<file path="src/rtl/cmos_frame_packer.sv">
// Crops a CMOS camera stream to a window, drops frames by a decimation count
// and packs the surviving pixels into MEM_W-bit words for a frame-buffer writer.
module cmos_frame_packer #(
    parameter int PIX_W  = 16,
    parameter int MEM_W  = 32,
    parameter int CNT_W  = 12,
    parameter int SKIP_W = 4
) (
    input  logic              clk,
    input  logic              rst,
    input  logic              cmos_frame_vsync,
    input  logic              cmos_frame_href,
    input  logic              cmos_frame_valid,
    input  logic [PIX_W-1:0]  cmos_frame_data,
    input  logic [CNT_W-1:0]  cfg_h_start,
    input  logic [CNT_W-1:0]  cfg_h_len,
    input  logic [CNT_W-1:0]  cfg_v_start,
    input  logic [CNT_W-1:0]  cfg_v_len,
    input  logic [SKIP_W-1:0] cfg_skip,
    output logic              write_req,
    input  logic              write_req_ack,
    output logic              write_en,
    output logic [MEM_W-1:0]  write_data,
    output logic              frame_done,
    output logic [15:0]       frame_cnt,
    output logic              err_partial,
    output logic              err_early
);

    localparam int K    = MEM_W / PIX_W;
    localparam int PC_W = (K > 1) ? $clog2(K) : 1;

    if (((MEM_W % PIX_W) != 0) || (MEM_W < PIX_W)) begin : g_bad_mem_w
        $error("cmos_frame_packer: MEM_W must be an integer multiple of PIX_W");
    end

    // state      | meaning
    // ST_IDLE    | waiting for a frame start; also where skipped frames pass by
    // ST_REQ     | write_req high, waiting for the frame buffer to accept
    // ST_CAPTURE | cropping and packing pixels until the next frame start
    localparam logic [1:0] ST_IDLE    = 2'd0;
    localparam logic [1:0] ST_REQ     = 2'd1;
    localparam logic [1:0] ST_CAPTURE = 2'd2;

    logic [1:0]        state_q, state_d;
    logic              vsync_q;
    logic              href_q;
    logic [CNT_W-1:0]  h_start_q, h_start_d;
    logic [CNT_W-1:0]  h_len_q, h_len_d;
    logic [CNT_W-1:0]  v_start_q, v_start_d;
    logic [CNT_W-1:0]  v_len_q, v_len_d;
    logic [SKIP_W-1:0] skip_q, skip_d;
    logic [CNT_W-1:0]  col_q, col_d;
    logic [CNT_W-1:0]  row_q, row_d;
    logic [MEM_W-1:0]  pack_q, pack_d;
    logic [PC_W-1:0]   pix_cnt_q, pix_cnt_d;
    logic              write_en_q, write_en_d;
    logic [MEM_W-1:0]  write_data_q, write_data_d;
    logic              done_pend_q, done_pend_d;
    logic              frame_done_q, frame_done_d;
    logic [15:0]       frame_cnt_q, frame_cnt_d;
    logic              err_partial_q, err_partial_d;
    logic              err_early_q, err_early_d;

    logic              vs_rise;
    logic              href_fall;
    logic              pix_vld;
    logic [CNT_W:0]    h_end;
    logic [CNT_W:0]    v_end;
    logic              in_win;
    logic [MEM_W-1:0]  pack_shift;
    logic [31:0]       flush_sh;
    logic [MEM_W-1:0]  flush_word;

    assign vs_rise   = cmos_frame_vsync & ~vsync_q;
    assign href_fall = href_q & ~cmos_frame_href;
    // A pixel coinciding with a frame start belongs to neither frame.
    assign pix_vld   = cmos_frame_href & cmos_frame_valid & ~vs_rise;

    assign h_end  = {1'b0, h_start_q} + {1'b0, h_len_q};
    assign v_end  = {1'b0, v_start_q} + {1'b0, v_len_q};
    assign in_win = pix_vld
                  && (col_q >= h_start_q) && ({1'b0, col_q} < h_end)
                  && (row_q >= v_start_q) && ({1'b0, row_q} < v_end);

    // Oldest pixel drifts to the top of the word as later pixels shift in.
    assign pack_shift = (pack_q << PIX_W) | MEM_W'(cmos_frame_data);
    assign flush_sh   = 32'(PIX_W * (K - int'(pix_cnt_q)));
    assign flush_word = pack_q << flush_sh;

    always_comb begin
        state_d       = state_q;
        h_start_d     = h_start_q;
        h_len_d       = h_len_q;
        v_start_d     = v_start_q;
        v_len_d       = v_len_q;
        skip_d        = skip_q;
        col_d         = col_q;
        row_d         = row_q;
        pack_d        = pack_q;
        pix_cnt_d     = pix_cnt_q;
        write_en_d    = 1'b0;
        write_data_d  = write_data_q;
        done_pend_d   = done_pend_q;
        frame_done_d  = 1'b0;
        frame_cnt_d   = frame_cnt_q;
        err_partial_d = err_partial_q;
        err_early_d   = err_early_q;

        if (vs_rise) begin
            h_start_d = cfg_h_start;
            h_len_d   = cfg_h_len;
            v_start_d = cfg_v_start;
            v_len_d   = cfg_v_len;
            col_d     = '0;
            row_d     = '0;
        end else if (href_fall) begin
            col_d = '0;
            if (row_q != '1) row_d = row_q + CNT_W'(1);
        end else if (cmos_frame_href && cmos_frame_valid && (col_q != '1)) begin
            // Counters saturate so an overlong line can never wrap back into the window.
            col_d = col_q + CNT_W'(1);
        end

        if (done_pend_q) begin
            done_pend_d  = 1'b0;
            frame_done_d = 1'b1;
            frame_cnt_d  = frame_cnt_q + 16'd1;
        end

        case (state_q)
            ST_IDLE: begin
                if (vs_rise) begin
                    if (skip_q == '0) begin
                        state_d = ST_REQ;
                        skip_d  = cfg_skip;
                    end else begin
                        skip_d  = skip_q - SKIP_W'(1);
                    end
                end
            end

            ST_REQ: begin
                if (write_req_ack) state_d = ST_CAPTURE;
                if (in_win)        err_early_d = 1'b1;
            end

            ST_CAPTURE: begin
                if (vs_rise) begin
                    if (pix_cnt_q != '0) begin
                        write_en_d    = 1'b1;
                        write_data_d  = flush_word;
                        err_partial_d = 1'b1;
                        done_pend_d   = 1'b1;
                    end else begin
                        frame_done_d  = 1'b1;
                        frame_cnt_d   = frame_cnt_q + 16'd1;
                    end
                    pack_d    = '0;
                    pix_cnt_d = '0;
                    if (skip_q == '0) begin
                        state_d = ST_REQ;
                        skip_d  = cfg_skip;
                    end else begin
                        state_d = ST_IDLE;
                        skip_d  = skip_q - SKIP_W'(1);
                    end
                end else if (in_win) begin
                    if (pix_cnt_q == PC_W'(K - 1)) begin
                        write_en_d   = 1'b1;
                        write_data_d = pack_shift;
                        pack_d       = '0;
                        pix_cnt_d    = '0;
                    end else begin
                        pack_d    = pack_shift;
                        pix_cnt_d = pix_cnt_q + PC_W'(1);
                    end
                end
            end

            default: state_d = ST_IDLE;
        endcase
    end

    always_ff @(posedge clk or posedge rst) begin
        if (rst) begin
            state_q       <= ST_IDLE;
            vsync_q       <= 1'b0;
            href_q        <= 1'b0;
            h_start_q     <= '0;
            h_len_q       <= '0;
            v_start_q     <= '0;
            v_len_q       <= '0;
            skip_q        <= '0;
            col_q         <= '0;
            row_q         <= '0;
            pack_q        <= '0;
            pix_cnt_q     <= '0;
            write_en_q    <= 1'b0;
            write_data_q  <= '0;
            done_pend_q   <= 1'b0;
            frame_done_q  <= 1'b0;
            frame_cnt_q   <= '0;
            err_partial_q <= 1'b0;
            err_early_q   <= 1'b0;
        end else begin
            state_q       <= state_d;
            vsync_q       <= cmos_frame_vsync;
            href_q        <= cmos_frame_href;
            h_start_q     <= h_start_d;
            h_len_q       <= h_len_d;
            v_start_q     <= v_start_d;
            v_len_q       <= v_len_d;
            skip_q        <= skip_d;
            col_q         <= col_d;
            row_q         <= row_d;
            pack_q        <= pack_d;
            pix_cnt_q     <= pix_cnt_d;
            write_en_q    <= write_en_d;
            write_data_q  <= write_data_d;
            done_pend_q   <= done_pend_d;
            frame_done_q  <= frame_done_d;
            frame_cnt_q   <= frame_cnt_d;
            err_partial_q <= err_partial_d;
            err_early_q   <= err_early_d;
        end
    end

    assign write_req   = (state_q == ST_REQ);
    assign write_en    = write_en_q;
    assign write_data  = write_data_q;
    assign frame_done  = frame_done_q;
    assign frame_cnt   = frame_cnt_q;
    assign err_partial = err_partial_q;
    assign err_early   = err_early_q;

endmodule

</file>
<file path="config.mk">
export PLATFORM = sky130hd
export DESIGN_NAME = cmos_frame_packer
export DESIGN_NICKNAME = d
export VERILOG_FILES = /design/src/rtl/cmos_frame_packer.sv
export SDC_FILE = /design/constraint.sdc
export NUM_CORES = 1
export LEC_CHECK = 0
export BUFFER_PORTS_ARGS = -buffer_cell sky130_fd_sc_hd__buf_2
export CAP_MARGIN = 20
export CORE_MARGIN = 4
export CORE_UTILIZATION = 51
export DETAILED_ROUTE_END_ITERATION = 6
export GPL_ROUTABILITY_DRIVEN = 0
export PLACE_DENSITY = 0.72
export SLEW_MARGIN = 20
export SYNTH_ARGS = -nofsm -noshare
export SYNTH_HDL_FRONTEND = slang
export SYNTH_SLANG_ARGS = --single-unit
</file>
<file path="constraint.sdc">
create_clock -name clk -period 11.4 [get_ports clk]
set_input_delay 1.71 -clock clk [delete_from_list [all_inputs] [get_ports clk]]
set_output_delay 1.71 -clock clk [all_outputs]
set_load 0.005 [all_outputs]
</file>
==> flow_results.org, run 1 <==
** GRT
- Number of antenna violations at the first check in global routing :: 0
- Maximum number of pins on one net before global-route repair :: 100
- First-pass GRT wire length :: between 30 and 40 mm
- The via count of the first global-routing pass came to approximately 6,900.
- Total global-route track usage :: between 20% and 30%
- For this run the aggregate overflow at the end of global routing stands at 0.

** Cells and area
- Registers take 3750 um2.
- For this run, the post-layout net count is 1,158.
- Fill cells in the final layout number 1,458.
- The number of antenna diodes in the final layout is 0.
- From synthesis to final layout, the design area changed by 15.6%.
- Ratio of cells with drive above 1 in the final layout :: 19.6%
- Area of combinational cells with multiple inputs :: roughly 4700 um2
- Once layout is done, the placed cells without fillers occupy slightly above 10,000 um2.

** CTS
- TritonCTS built the clock tree.
- Number of sinks driven by the clock tree :: 150
- The clock tree synthesis step divided the H-tree into 4 levels.
- Clock buffer count from CTS :: 17
- Later-pin clock latency in the skew report :: approximately 0.43 ns
- Buffers added to address setup during post-CTS repair amount to 0.
- In this run, post-CTS repair resized a total of 0 instances.
- Clock tree buffer depth :: 2
- Post-CTS clock slew at the launch and capture registers of the worst setup and hold paths :: roughly 0.070 ns
- Clk root buf :: sky130_fd_sc_hd__clkbuf_16
- For this design, the CTS-stage hold fixing added 0 buffers.

** Placed design
- Total of buffers placed on input and output ports :: between 100 and 150
- Dpl hpwl :: approximately 14 mm
- Once placement finished, the instance area stood at around 9500 um2.

** Timing
- Period Utilization, post-route :: 43.5%
- The tightest hold path in the finished design has a slack of 0.461 ns.
- Timing-limited maximum frequency :: ~0.2 GHz
- Setup violations remaining at the end of the flow were counted as 0.
- Setup repair after global routing left no endpoint under its margin.
- Final Max Slew Viols :: 0
- Measured against its own limit, the worst slew margin works out to between 30% and 40%.
- Clock skew on the completed layout was measured at around 0.011 ns.
- Summed over all failing endpoints, the final setup total negative slack is 0 ns.
- The number of hold-slack violations in the final timing report was 0.
- Clock period minus worst slack :: just under 5 ns
- Pin slew with the least headroom to its limit :: between 0.9 and 1 ns

** Yosys
- Post-synthesis async set-or-reset flop share :: 100%
- Counting flops with a built-in enable in the synthesized netlist gives 0.
- Synthesized flop and latch total :: 150
- Yosys mapped the design onto 70 distinct sky130hd cell types.
- Yosys printed 0 warnings.
- Average footprint of a synthesized cell :: 9.79 um2
- In the synthesized netlist, the number of instances is slightly below 900.
- Synthesis produced a netlist with a net count of ~1,000.
- Post-synthesis instance area :: 8760 um2
- Sequential cells were found to cover 42.8% of the synthesized design area.
- The most used flip-flop cell after synthesis is sky130_fd_sc_hd__dfrtp_1.

** Pwr
- Per report_power, the combinational group accounts for approximately a quarter of the total.
- The clock network is responsible for between 30% and 40% of the overall power.
- Sw Pwr :: between 500 and 600 uW
- Dividing total power by cell area gives a power density of about 160 nW/um2.
- In this run switching power makes up about a third of total power.
- Internal power component :: approximately 1100 uW
- Overall power :: between 1500 and 2000 uW
- Of the total power, registers draw roughly 40%.
- For this design the static power due to leakage is approximately 0.0047 uW.
- The worst-case IR drop observed on VDD is approximately 120 uV.

** Worst setup path
- STA puts the critical path data required time at 11.67 ns.
- Kind of cell with the highest combined delay on the critical path :: compound AO/OA/AOI/OAI gates
- Classification of the worst setup path :: reg2reg
- Data on the critical path arrives at its endpoint at 5.23 ns.
- The worst setup path is launched from a register.
- The number of buffers and inverters on the critical path is 0.
- In this run the worst path has a maximum fanout of 19.
- Worst stage delay on the critical path :: slightly below 0.8 ns
- Type of element capturing the critical path :: register
- The critical path starts at h_start_q[1].
- Cell-by-cell listing of the critical path :: ha_1 -> a21o_1 -> a21oi_1 -> o21ai_0 -> a311o_1 -> a21o_1 -> a21oi_1 -> xor2_1 -> ha_1 -> a211oi_1 -> o2111ai_1 -> o221a_4 -> a211oi_4 -> and2_1 -> o211ai_1
- Launching point of the worst reg2reg path :: h_start_q[1]
- Standard cell with the maximum stage delay on the critical path :: sky130_fd_sc_hd__and2_1

** Floorplan
- In this run the horizontal extent of the chip is between 100 and 150 um.
- Num ports :: around 130
- Die height :: ~140 um
- Area enclosed by the die boundary :: 19,300 um2
- The initial utilization of the core area, before any placement, comes to 52.5%.
- Core area :: 16,700 um2
- Std-Cell Rows :: 47

** Route
- The count of nets left with antenna violations once routing finished came out at 0.
- Using the TritonRoute via totals, the vias-per-cell ratio works out to 5.60.
- 1st-pass router iterations :: 5
- The final layout contains routed wiring with a total length of about 20 mm.
- The routed layout has between 6,000 and 7,000 vias.
- After the first detailed-routing iteration, the DRC count stood at 546.
- After detailed routing, the average wire length per cell comes to roughly 16 um.
- For this run, design rule violations remaining after detail routing come to 0.

** Run status
- The run finished with clean final reports.

** Hold path
- Worst Min Path Start :: err_early
- The worst hold path belongs to the class reg2reg.

** Flow run
- Max-cap violations in this run came to 0.
-- power by group through the flow --
stage,registers (uW),clock network (uW),logic [uW]
floorplan,631,0,289
global placement,643,0,372
detailed placement,645,0,382
CTS,636,586,385
global route,643,609,440
finish,636,571,383
-- final cells by class --
cell class / count / share of cell area [%]
clock buffers: 17 / 4.20
clock inverters: 15 / 1.64
inverters: 44 / 1.68
multi-input cells: 663 / 46.1
flip-flops and latches: 150 / 37.0
well taps: 220 / 2.72
repair buffers: 132 / 6.67
-- stage by stage --
step | util (%) | worst slack (ns) | instances
2_1_floorplan | - | 5.65 | 895
3_3_place_gp | 57.1 | 6.59 | 1209
3_5_place_dp | 57.1 | 6.52 | 1209
4_1_cts | 60.7 | 6.49 | 1241
5_1_grt | 60.7 | 6.08 | 1241
6_report | 60.7 | 6.44 | 1241
-- synthesized netlist by cell type (all sizes together) (7+ instances only) --
cell type  number  area (um2)
o21a            8        60.1
and2           18         113
and3           28         180
a21oi          44         239
buf            10        81.3
nor2           50         188
o21ai          45         236
nand4          28         175
xnor2          26         228
xor2           26         228
nand2         141         529
a221o          16         160
clkbuf         28         105
dfrtp         150        3750
a21o           25         188
ha             74         926
o211ai         19         188
nand3          22         110
inv            44         165
nor2b           7        43.8
a32o           16         160
-- worst reg2reg max path: stages (launching register included) --
cell and delay [ns]:
sky130_fd_sc_hd__dfrtp_1 0.38, sky130_fd_sc_hd__ha_1 0.29, sky130_fd_sc_hd__a21o_1 0.17, sky130_fd_sc_hd__a21oi_1 0.27
sky130_fd_sc_hd__o21ai_0 0.18, sky130_fd_sc_hd__a311o_1 0.36, sky130_fd_sc_hd__a21o_1 0.18, sky130_fd_sc_hd__a21oi_1 0.18
sky130_fd_sc_hd__xor2_1 0.09, sky130_fd_sc_hd__ha_1 0.21, sky130_fd_sc_hd__a211oi_1 0.29, sky130_fd_sc_hd__o2111ai_1 0.18
sky130_fd_sc_hd__o221a_4 0.28, sky130_fd_sc_hd__a211oi_4 0.74, sky130_fd_sc_hd__and2_1 0.80, sky130_fd_sc_hd__o211ai_1 0.21
-- sequential cells by signal (all words and copies together) (netlist names) --
register / count
write_data: 32
frame_cnt: 16
pack_q: 16
col_q: 12
h_len_q: 12
h_start_q: 12
row_q: 12
v_len_q: 12
v_start_q: 12
skip_q: 4
state_q: 2
done_pend_q: 1
err_early: 1
err_partial: 1
frame_done: 1
href_q: 1
pix_cnt_q: 1
vsync_q: 1
write_en: 1
-- placed cells by master, fill, tap and decap left out, drive strengths merged, types with 3 or more instances in the layout --
cell and instances:
a32o 16, clkbuf 17, dfrtp 150, a21o 25
nor3 6, clkinvlp 4, a221o 16, nand2b 6
and3 28, a211oi 6, a2111oi 3, a31oi 4
nand2 141, o21ai 45, xor2 26, and2 18
nand4 28, nor4 4, inv 51, nor2b 7
o211ai 19, nand3 22, a21oi 44, nor2 50
o21bai 5, ha 74, o21a 8, buf 132
and4 4, xnor2 26
-- cell families after synthesis --
family	Yosys count	synth area share, %
and+or+nand+nor	324	17.7
AOI/OAI and AO/OA	208	18.9
DFF	150	42.8
buffers and inverters	82	4.01
adders and majority gates	76	11.0
xor gates and xnor gates	52	5.20
muxes	3	0.357
-- final timing paths --
check	endpoint	slack [ns]	depth (start not counted)
worst max-delay path	write_data[28]	6.44	15
worst min-delay path	err_early	0.46	1
worst max register to register	write_data[28]	6.44	15
worst min register to register	err_early	0.46	1
max in group asynchronous	row_q[0]	8.67	3
min in group asynchronous	frame_done	1.41	2
-- routing by layer --
layer	track usage, %	part of all wire (%)	up-vias
met4	5.72	1.5	0
met2	34.1	48	136
met3	4.48	4.1	21
met5	0	0	-
li1	-	-	3424
met1	29.7	47	3363
Note: power is estimated with default switching activity, not from simulation.
==> inputs of run 2 (changes only) <==
--- a/config.mk
+++ b/config.mk
@@ -11,7 +11,7 @@
 export CORE_UTILIZATION = 51
 export DETAILED_ROUTE_END_ITERATION = 6
 export GPL_ROUTABILITY_DRIVEN = 0
-export PLACE_DENSITY = 0.72
+export PLACE_DENSITY = 0.75
 export SLEW_MARGIN = 20
 export SYNTH_ARGS = -nofsm -noshare
 export SYNTH_HDL_FRONTEND = slang
==> constraint.sdc (replaced) <==
create_clock -name clk -period 4.3 [get_ports clk]
set_input_delay 0.645 -clock clk [delete_from_list [all_inputs] [get_ports clk]]
set_output_delay 0.645 -clock clk [all_outputs]
set_load 0.005 [all_outputs]
==> run 2 against run 1 <==
Effect of this change: clock skew increased by 0.0021 ns; via count is 0.13% higher; sequential cell count unchanged; design area is 0.89% higher; highest routed layer unchanged; hold slack worse by 0.10 ns; final cell count is 0.73% higher; non-clock buffer count grew 9; critical path depth rose by 2; core utilization rose by 0.54 points.
==> flow_results.org, run 2 (synthesis gave the netlist of run 1 again) <==
** Floorplan
- Area enclosed by the die boundary :: between 15,000 and 20,000 um2
- The floorplan has 47 rows.
- The die is roughly 140 um tall.
- The core region is 16,700 um2.
- Effective utilization at floorplan :: between 50 and 60%
- In this run the count of I/O pins placed on the die edge is roughly 130.
- Die X :: 139 um

** Worst setup path
- Required time worst endpoint :: between 4 and 5 ns
- Critical path destination :: write_data[22]
- Start point of the critical path :: v_start_q[1]
- In this run the critical register-to-register path is captured at write_data[22].
- CP Launch Type :: register
- The worst setup path is of the reg2reg kind.
- The worst register-to-register path has a setup slack of between 0.2 and 0.25 ns.
- Logic depth of the worst register-to-register path :: 17
- In this run the worst path has a maximum fanout of 35.
- Type of element capturing the critical path :: register
- At the worst endpoint, the arrival time is 4.36 ns.
- Launching point of the worst reg2reg path :: v_start_q[1]

** Flow run
- Max-cap violations in this run came to 0.

** Pwr
- Per report_power, the clock group accounts for a little over a third of the total.
- Internal power component :: approximately 2800 uW
- In this run the power density over the cells is 408 nW/um2.
- Of the total power, combinational logic draws ~25%.
- Of the total power, registers draw 40.3%.
- For this design the total switching power over the nets is 1390 uW.
- In this run the static leakage power is between 0.004 and 0.005 uW.
- Sw frac :: 33.3%
- VDD sags by at most ~310 uV.

** GRT
- Total global-route track usage :: between 20% and 30%
- First-pass GRT wire length :: approximately 34 mm
- The via count of the first global-routing pass is just under 7,000.
- Final global-route overflow total :: 0
- The initial antenna violation count came to 0.
- Entering global routing, the biggest net connects 151 pins.

** CTS
- Number of levels in the clock H-tree :: 4
- TritonCTS built the clock tree.
- Buffers inserted to repair hold after CTS numbered 0.
- Post-CTS clock slew at the launch and capture registers of the worst setup and hold paths :: approximately 0.070 ns
- Clock tree synthesis inserted a total of 17 buffers.
- Clk root buf :: sky130_fd_sc_hd__clkbuf_16
- No sink is reached through more buffers than the 2 on the longest clock path.
- Counting every sink on the clock net gives 150.
- Later-pin clock latency in the skew report :: between 0.4 and 0.5 ns

** Timing
- The worst path meets setup with ~0.25 ns of slack.
- Timing-limited maximum frequency :: approximately 0.25 GHz
- Pin slew with the least headroom to its limit :: ~0.86 ns
- Headroom to the max-slew limit came out at around 43%.
- Across the routed clock network, the largest skew measured is 0.0130 ns.
- Unrepaired setup endpoints after global routing :: false
- The routed design could run at a clock period as short as ~4 ns.
- Period Utilization, post-route :: between 90% and 100%
- Total negative slack for setup checks :: 0 ns
- Setup violations remaining at the end of the flow were counted as 0.
- Final Max Slew Viols :: 0
- Final Hold Fails :: 0
- The tightest hold path in the finished design has a slack of roughly 0.36 ns.

** Placed design
- Once placement finished, the instance area stood at slightly below 10,000 um2.
- Placed instance count :: 1,216
- Dpl hpwl :: approximately 14 mm
- Before CTS, the worst setup slack after placement is roughly 0.082 ns.
- Total of buffers placed on input and output ports :: 126

** Cells and area
- 0 antenna diodes ended up in the layout.
- Flip-flop count of the largest register, all copies and words added :: 32
- The area growth from synthesis to layout is 16.7%.
- Most frequent cells in the layout :: sky130_fd_sc_hd__dfrtp_1 (150), sky130_fd_sc_hd__nand2_1 (141), sky130_fd_sc_hd__buf_2 (126), sky130_fd_sc_hd__ha_1 (74), sky130_fd_sc_hd__nor2_1 (50)
- After filler insertion, the fill cell instance count of the layout stands at around 1,400.
- Leaving out filler cells and counting taps, the final layout contains about 1,300.
- Most common cell after layout, fill and taps aside :: sky130_fd_sc_hd__dfrtp_1
- Across the whole layout, storage elements account for around 3800 um2.
- Design Area, Final :: ~10,000 um2
- At the end of the flow, the number of nets in the layout was roughly 1,200.
- In the final layout, the share of cells above drive strength 1 is approximately 20%.
- Area of combinational cells with multiple inputs :: 4680 um2

** Route
- In the routed design, unresolved DRC markers number 0.
- Met2 WL post-DR :: just under 10 mm
- The first routing iteration left about 530 violations.
- Sum of routed wire length over all layers :: ~20 mm
- 1st-pass router iterations :: 4
- Routed length per placed instance :: between 15 and 20 um
- Top Metal Used :: met4
- In the final routing, the length of wire on met1 measures between 9 and 10 mm.
- Vias :: 6,953
- In the routed layout, each cell is associated on average with a via count of roughly 5.6.
- The detail route stage leaves a number of antenna-violating nets equal to 0.
- Met3 layer wire length in the routed design :: 770 um

** Hold path
- Counting instances, the worst hold path has a depth of 1.
- Class of the tightest hold or removal check :: in2reg

** Run status
- The flow ran to the end, and the final reports show no timing, DRC or antenna violations.
[run 2: cell count changes in the layout (fill, tap and decap cells not counted), sizes merged]
cell,change
clkinvlp,+1
buf,+9
bufinv,-2
clkinv,+1
[run 2: worst min-delay path by stage]
| stage | start | endpoint |
|---|---|---|
| 3_5_place_dp | err_early | err_early |
| 5_1_grt | cmos_frame_vsync | vsync_q |
| 4_1_cts | cmos_frame_vsync | vsync_q |
| 2_1_floorplan | h_len_q[0] | h_len_q[0] |
| 6_report | cmos_frame_vsync | vsync_q |
| 3_3_place_gp | err_early | err_early |
[run 2: cell type report]
| cell class | count | share of cell area [%] |
|---|---|---|
| clock buffers | 17 | 4.16 |
| multi-input cells | 663 | 45.8 |
| flip-flops and latches | 150 | 36.7 |
| repair buffers | 141 | 7.46 |
| clock inverters | 15 | 1.55 |
| inverters | 44 | 1.65 |
| well taps | 220 | 2.69 |
[run 2: power groups by stage]
stage	Combinational (uW)	Sequential, uW	Clock [uW]
final	1030	1680	1460
after global routing	1180	1700	1550
after CTS	1040	1680	1490
after detailed placement	1020	1710	0
after global placement	993	1700	0
after floorplan	766	1670	0
[run 2: through the flow]
stage	total power (uW)	util [%]
4_1_cts	4210	61.0
5_1_grt	4440	61.2
3_5_place_dp	2730	57.5
3_3_place_gp	2700	57.5
6_report	4170	61.2
2_1_floorplan	2440	-
[run 2: layer usage]
layer / vias to the layer above / global-route usage (%)
li1: 3453 / -
met1: 3352 / 28.9
met2: 130 / 35.2
met3: 18 / 4.34
met4: 0 / 5.05
met5: - / 0
[run 2: repair_timing]
item | CTS | global route
gates resized for setup | 0 | 4
setup endpoints to repair | 0 | 23
setup buffers | 0 | 2
[run 2: worst max-delay path: stages (launching register included)]
cell                        delay [ns]
sky130_fd_sc_hd__dfrtp_1          0.39
sky130_fd_sc_hd__ha_1             0.29
sky130_fd_sc_hd__a21o_1           0.18
sky130_fd_sc_hd__a21oi_1          0.22
sky130_fd_sc_hd__o21ai_0          0.12
sky130_fd_sc_hd__a21oi_1          0.19
sky130_fd_sc_hd__o21ai_0          0.17
sky130_fd_sc_hd__nor4b_1          0.18
sky130_fd_sc_hd__nor3_1           0.30
sky130_fd_sc_hd__ha_1             0.31
sky130_fd_sc_hd__a21oi_1          0.15
sky130_fd_sc_hd__o21ai_0          0.11
sky130_fd_sc_hd__a21oi_2          0.20
sky130_fd_sc_hd__a2bb2oi_4        0.21
sky130_fd_sc_hd__buf_4            0.38
sky130_fd_sc_hd__and2_1           0.20
sky130_fd_sc_hd__buf_6            0.21
sky130_fd_sc_hd__o211ai_1         0.13
